File: config.mk
export PLATFORM = sky130hd
export DESIGN_NAME = adder32_seq_flat
export DESIGN_NICKNAME = d
export VERILOG_FILES = /design/src/rtl/adder32_seq_pkg.sv /design/src/rtl/adder32_seq_if.sv /design/src/rtl/adder32_seq_slice.sv /design/src/rtl/adder32_seq.sv /design/src/flat_wrapper.sv
export SDC_FILE = /design/constraint.sdc
export NUM_CORES = 1
export LEC_CHECK = 0
export CAP_MARGIN = 20
export CELL_PAD_IN_SITES_DETAIL_PLACEMENT = 0
export CELL_PAD_IN_SITES_GLOBAL_PLACEMENT = 1
export CORE_UTILIZATION = 43
export DETAILED_ROUTE_END_ITERATION = 8
export GPL_TIMING_DRIVEN = 0
export MAX_ROUTING_LAYER = met4
export PLACE_DENSITY = 0.88
export SLEW_MARGIN = 20
export SYNTH_ARGS = -nofsm -noshare
export SYNTH_HDL_FRONTEND = slang
export SYNTH_SLANG_ARGS = --single-unit
File: constraint.sdc
create_clock -name clk -period 8.6 [get_ports clk]
set_input_delay 0.86 -clock clk [delete_from_list [all_inputs] [get_ports clk]]
set_output_delay 0.86 -clock clk [all_outputs]
set_load 0.02 [all_outputs]
File: src/rtl/adder32_seq_pkg.sv
// Shared definitions for the byte-serial adder: default widths and FSM encoding.
package adder32_seq_pkg;

   localparam int DEF_WIDTH = 32;
   localparam int DEF_SLICE = 8;

   typedef enum logic [1:0] {
      ST_IDLE = 2'd0,
      ST_RUN  = 2'd1,
      ST_DONE = 2'd2
   } state_t;

endpackage

File: src/rtl/adder32_seq_if.sv
// Request/result bundle between a requester (master) and the serial adder (slave).
interface adder32_seq_if import adder32_seq_pkg::*; #(
   parameter int WIDTH = DEF_WIDTH
) ();

   logic             start;
   logic [WIDTH-1:0] a;
   logic [WIDTH-1:0] b;
   logic             c_in;
   logic             busy;
   logic             done;
   logic [WIDTH-1:0] sum;
   logic             c_out;
   logic             ovf;

   modport master (
      output start, a, b, c_in,
      input  busy, done, sum, c_out, ovf
   );

   modport slave (
      input  start, a, b, c_in,
      output busy, done, sum, c_out, ovf
   );

endinterface

File: src/rtl/adder32_seq_slice.sv
// Full-adder cell and the W-bit ripple-carry slice reused by the serial controller.
module full_adder (
   input  logic a,
   input  logic b,
   input  logic c_in,
   output logic sum,
   output logic c_out
);

   assign sum   = a ^ b ^ c_in;
   assign c_out = (a & b) | (c_in & (a ^ b));

endmodule

module adder_slice #(
   parameter int W = 8
) (
   input  logic [W-1:0] a,
   input  logic [W-1:0] b,
   input  logic         c_in,
   output logic [W-1:0] sum,
   output logic         c_out
);

   // carry[i] enters bit i; carry[W] leaves the slice
   logic [W:0] carry;

   assign carry[0] = c_in;

   for (genvar gi = 0; gi < W; gi++) begin : g_bit
      full_adder u_fa (
         .a     (a[gi]),
         .b     (b[gi]),
         .c_in  (carry[gi]),
         .sum   (sum[gi]),
         .c_out (carry[gi+1])
      );
   end

   assign c_out = carry[W];

endmodule

File: src/rtl/adder32_seq.sv
// Byte-serial adder controller: one shared SLICE-bit adder walks the operands
// LSB slice first, chaining the carry through a register, then pulses done.
module adder32_seq import adder32_seq_pkg::*; #(
   parameter int WIDTH = DEF_WIDTH,
   parameter int SLICE = DEF_SLICE
) (
   input  logic         clk,
   input  logic         rst_n,
   adder32_seq_if.slave bus
);

   localparam int NUM   = WIDTH / SLICE;
   localparam int IDX_W = (NUM > 1) ? $clog2(NUM) : 1;
   localparam logic [IDX_W-1:0] IDX_LAST = IDX_W'(NUM - 1);

   state_t             state_q, state_d;
   logic [IDX_W-1:0]   idx_q, idx_d;
   logic               carry_q, carry_d;
   logic [WIDTH-1:0]   op_a_q, op_a_d;
   logic [WIDTH-1:0]   op_b_q, op_b_d;
   logic [WIDTH-1:0]   sum_q, sum_d;
   logic               c_out_q, c_out_d;
   logic               ovf_q, ovf_d;
   logic               busy_q, done_q;

   // Captured operands viewed as an array of slices so the shared adder can
   // be fed through a plain index mux.
   logic [SLICE-1:0]   a_sl [NUM];
   logic [SLICE-1:0]   b_sl [NUM];
   logic [SLICE-1:0]   slice_s;
   logic               slice_cy;

   for (genvar gi = 0; gi < NUM; gi++) begin : g_split
      assign a_sl[gi] = op_a_q[gi*SLICE +: SLICE];
      assign b_sl[gi] = op_b_q[gi*SLICE +: SLICE];
   end

   adder_slice #(.W(SLICE)) u_slice (
      .a     (a_sl[idx_q]),
      .b     (b_sl[idx_q]),
      .c_in  (carry_q),
      .sum   (slice_s),
      .c_out (slice_cy)
   );

   // Next-state: capture in IDLE, one slice per RUN cycle, single DONE cycle.
   always_comb begin
      state_d = state_q;
      idx_d   = idx_q;
      carry_d = carry_q;
      op_a_d  = op_a_q;
      op_b_d  = op_b_q;
      sum_d   = sum_q;
      c_out_d = c_out_q;
      ovf_d   = ovf_q;
      case (state_q)
         ST_IDLE: begin
            if (bus.start) begin
               op_a_d  = bus.a;
               op_b_d  = bus.b;
               carry_d = bus.c_in;
               idx_d   = '0;
               sum_d   = '0;
               state_d = ST_RUN;
            end
         end
         ST_RUN: begin
            for (int i = 0; i < NUM; i++) begin
               if (idx_q == IDX_W'(i)) sum_d[i*SLICE +: SLICE] = slice_s;
            end
            carry_d = slice_cy;
            idx_d   = idx_q + 1'b1;
            if (idx_q == IDX_LAST) begin
               // Overflow only when like-signed operands yield a result of the other sign
               c_out_d = slice_cy;
               ovf_d   = (op_a_q[WIDTH-1] == op_b_q[WIDTH-1]) &&
                         (slice_s[SLICE-1] != op_a_q[WIDTH-1]);
               state_d = ST_DONE;
            end
         end
         ST_DONE: state_d = ST_IDLE;
         default: state_d = ST_IDLE;
      endcase
   end

   // State and datapath registers; busy/done are registered from the next state
   always_ff @(posedge clk or negedge rst_n) begin
      if (!rst_n) begin
         state_q <= ST_IDLE;
         idx_q   <= '0;
         carry_q <= 1'b0;
         op_a_q  <= '0;
         op_b_q  <= '0;
         sum_q   <= '0;
         c_out_q <= 1'b0;
         ovf_q   <= 1'b0;
         busy_q  <= 1'b0;
         done_q  <= 1'b0;
      end else begin
         state_q <= state_d;
         idx_q   <= idx_d;
         carry_q <= carry_d;
         op_a_q  <= op_a_d;
         op_b_q  <= op_b_d;
         sum_q   <= sum_d;
         c_out_q <= c_out_d;
         ovf_q   <= ovf_d;
         busy_q  <= (state_d != ST_IDLE);
         done_q  <= (state_d == ST_DONE);
      end
   end

   assign bus.busy  = busy_q;
   assign bus.done  = done_q;
   assign bus.sum   = sum_q;
   assign bus.c_out = c_out_q;
   assign bus.ovf   = ovf_q;

endmodule
File: src/flat_wrapper.sv
// flat-port wrapper written by rule: the top's interface ports become plain ports
module adder32_seq_flat import adder32_seq_pkg::*;
#(
   parameter int WIDTH = DEF_WIDTH,
   parameter int SLICE = DEF_SLICE
)
  (clk, rst_n, bus_start, bus_a, bus_b, bus_c_in, bus_busy, bus_done, bus_sum, bus_c_out, bus_ovf);
  adder32_seq_if #(.WIDTH(WIDTH)) bus_i ();
  input  logic clk;
  input  logic rst_n;
  input wire logic [$bits(bus_i.start)-1:0] bus_start;
  input wire logic [$bits(bus_i.a)-1:0] bus_a;
  input wire logic [$bits(bus_i.b)-1:0] bus_b;
  input wire logic [$bits(bus_i.c_in)-1:0] bus_c_in;
  output wire logic [$bits(bus_i.busy)-1:0] bus_busy;
  output wire logic [$bits(bus_i.done)-1:0] bus_done;
  output wire logic [$bits(bus_i.sum)-1:0] bus_sum;
  output wire logic [$bits(bus_i.c_out)-1:0] bus_c_out;
  output wire logic [$bits(bus_i.ovf)-1:0] bus_ovf;
  assign bus_i.start = bus_start;
  assign bus_i.a = bus_a;
  assign bus_i.b = bus_b;
  assign bus_i.c_in = bus_c_in;
  assign bus_busy = bus_i.busy;
  assign bus_done = bus_i.done;
  assign bus_sum = bus_i.sum;
  assign bus_c_out = bus_i.c_out;
  assign bus_ovf = bus_i.ovf;
  adder32_seq #(.WIDTH(WIDTH), .SLICE(SLICE)) u_core (.clk(clk), .rst_n(rst_n), .bus(bus_i));
endmodule
==> flow_metrics.env <==
export IMPL_status="completed"
export IMPL_die_w_um=109
export IMPL_comb_power_share=0.565
export IMPL_slew_viol_final=0
export IMPL_dp_hpwl_mm=8.16
export IMPL_synth_seq_area_share=0.530
export IMPL_seq_power_share=0.290
export IMPL_cts_buffers=9
export IMPL_p_sw_frac=0.381
export IMPL_endpoint_kind="flop"
export IMPL_power_frac_clock=0.145
export IMPL_post_route_period_util=0.588
export IMPL_vdd_ir_drop_max_mv=0.206
export IMPL_port_buffers=103
export IMPL_hold_path_class="input pin to async pin"
export IMPL_drv_cap=0
export IMPL_die_h_um=109
export IMPL_slowest_delay_ns=0.44
export IMPL_htree_levels=3
export IMPL_drtIter0Drc=108
export IMPL_crit_path_start="u_core.idx_q[1]"
export IMPL_rrSetupSlack_ns=3.55
export IMPL_tns_ns=0
export IMPL_reg2reg_to="u_core.bus.sum[31]"
export IMPL_cp_start_kind="flop"
export IMPL_synth_top_area_share=0.530
export IMPL_vias=3255
export IMPL_p_int_mw=1.87
export IMPL_clk_latency_ns=0.34
export IMPL_ctsHoldBuffers=0
export IMPL_clockRootBuffer="clkbuf_16"
export IMPL_crit_chain="buf_2 > buf_2 > mux4_2 > inv_1 > fa_1 > fa_1 > fa_1 > fa_1 > fa_1 > inv_1 > fa_1 > inv_1 > fa_1 > inv_1 > fa_1 > inv_1 > nor2_1 > mux2_4"
export IMPL_ios=104
export IMPL_synth_seq_cells=105
export IMPL_grt_max_degree=83
export IMPL_grt_pass1_vias=3448
export IMPL_worst_pin_slew_ns=0.474
export IMPL_slew_headroom=0.684
export IMPL_vias_per_cell=5.28
export IMPL_hold_viol=0
export IMPL_final_cell_mix="dfrtp_1, clkdlybuf4s50_1, mux2_2"
export IMPL_cts_setup_buffers=0
export IMPL_final_common_cell="dfrtp_1"
export IMPL_antenna_left=0
export IMPL_p_per_area_nw_per_um2=462
export IMPL_rows=38
export IMPL_antennaDiodeCount=0
export IMPL_drc=0
export IMPL_yosysWarningCount=0
export IMPL_stdcell_area_um2=6520
export IMPL_arrival_ns=5.28
export IMPL_clk_pin_slew_ns=0.07
export IMPL_antenna_found_initial=0
export IMPL_critPathKind="flop to flop"
export IMPL_syn_area_per_cell_um2=13.9
export IMPL_grt_use_total=0.207
export IMPL_skew_ns=0.00702
export IMPL_core_um2=11000
export IMPL_wire_per_inst_um=17.7
export IMPL_die_area_um2=12000
export IMPL_syn_num_nets=437
export IMPL_synthToLayoutAreaGrowth_pct=31.4
export IMPL_r2r_start="u_core.idx_q[1]"
export IMPL_gp_congestion=0.802
export IMPL_first_pass_iters=4
export IMPL_yosysTopAreaCell="dfrtp_1"
export IMPL_final_nets=552
export IMPL_cts_resized=0
export IMPL_cts_buffer_depth=2
export IMPL_total_switching_power_mw=1.15
export IMPL_leakage_nw=2.83
export IMPL_rsz0062_at_grt="false"
export IMPL_r2r_cells=18
export IMPL_syn_area_um2=4960
export IMPL_cp_num_buf_inv=7
export IMPL_crit_required_ns=8.83
export IMPL_critPathTopFamily="adder cells"
export IMPL_tritoncts="yes"
export IMPL_totalWireLength_mm=10.9
export IMPL_finalSetupViolCount=0
export IMPL_grt_first_pass_wirelength_mm=17.9
export IMPL_postPlaceCellArea_um2=6200
export IMPL_cp_slowest_cell="fa_1"
export IMPL_post_route_min_period_ns=5.05
export IMPL_synth_area_leaders="dfrtp_1, mux2_2, mux4_2, a22o_1, inv_1"
export IMPL_worstPathMaxFanout=10
export IMPL_grt_ovfl_total=0
export IMPL_drive_above_1_share=0.254
export IMPL_endpoint="u_core.bus.sum[31]"
export IMPL_crit_top_cell="fa_1"
export IMPL_max_freq_mhz=198
export IMPL_cp_num_cells=18
export IMPL_start_util=0.450
export IMPL_syn_inst=357
export IMPL_nFillCells=907
export IMPL_synth_cell_types=28
export IMPL_cts_sinks=105
[worst min path at each step]
stage,from,to,slack (ns)
after floorplan,u_core.op_a_q[21],u_core.op_a_q[21],0.45
after global placement,u_core.op_a_q[23],u_core.op_a_q[23],0.46
after detailed placement,u_core.op_b_q[19],u_core.op_b_q[19],0.47
after CTS,rst_n,u_core.bus.sum[11],0.37
after global routing,rst_n,u_core.bus.sum[11],0.37
final,rst_n,u_core.bus.sum[11],0.37
[power groups by stage]
stage	clock network (mW)	registers, mW	logic [mW]
after floorplan	0	0.912	1.16
after global placement	0	0.865	1.66
after detailed placement	0	0.881	1.71
after CTS	0.443	0.873	1.72
after global routing	0.466	0.901	1.88
final	0.436	0.873	1.70
[Yosys cell counts]
cell and count:
a2111oi_0 1, a211oi_1 1, a21o_1 2, a21oi_1 5
a22o_1 24, and2_1 2, and3b_1 2, buf_2 6
buf_4 3, buf_6 9, clkbuf_1 6, dfrtp_1 105
fa_1 8, ha_1 4, inv_1 45, mux2_1 6
mux2_2 59, mux2_4 7, mux4_2 16, nand2_1 2
nand2b_1 4, nand2b_4 1, nor2_1 10, nor2_8 1
nor2b_2 1, o21ai_0 1, o21bai_2 1, o22ai_1 25
[sequential cells by signal, indices dropped and copies added, names as in the netlist]
| register | cells |
|---|---|
| u_core.op_a_q | 32 |
| u_core.bus.sum | 32 |
| u_core.bus.done | 1 |
| u_core.bus.c_out | 1 |
| u_core.state_q | 2 |
| u_core.bus.busy | 1 |
| u_core.bus.ovf | 1 |
| u_core.idx_q | 2 |
| u_core.carry_q | 1 |
| u_core.op_b_q | 32 |
[kinds of logic (layout without fill, tap and decap cells)]
group           Yosys count  after routing  share of synthesized area
fa+ha+maj                12             12                     0.0424
compound gates           60             60                     0.0885
mux                      88             88                      0.241
buf+inv                  69            189                     0.0696
simple gates             23             23                     0.0287
flops                   105            105                      0.530
[final cells by class]
class	count	area, um2	share of cell area
clock buffer	10	229	0.0351
sequential	105	2630	0.403
multi-input combinational	183	1990	0.305
clock inverter	6	92.6	0.0142
buffer	24	176	0.0271
inverter	45	169	0.0259
timing repair buffer	104	1060	0.163
tap	140	175	0.0269
[routing by layer]
| metal | wire, um | track usage |
|---|---|---|
| met5 | 0 | - |
| met4 | 53 | 0.0438 |
| met3 | 585 | 0.0474 |
| met2 | 5280 | 0.324 |
| met1 | 4980 | 0.277 |
[per-stage QoR]
| step | worst slack (ns) | hold WS, ns | utilization | cells | power (mW) |
|---|---|---|---|---|---|
| final | 3.55 | 0.367 | 0.591 | 617 | 3.01 |
| after global routing | 3.29 | 0.374 | 0.591 | 617 | 3.24 |
| after CTS | 3.48 | 0.369 | 0.591 | 617 | 3.04 |
| after detailed placement | 3.50 | 0.475 | 0.562 | 601 | 2.59 |
| after global placement | 2.84 | 0.463 | 0.559 | 600 | 2.53 |
| after floorplan | 4.02 | 0.452 | - | 357 | 2.07 |
(Power assumes the default switching activity.)
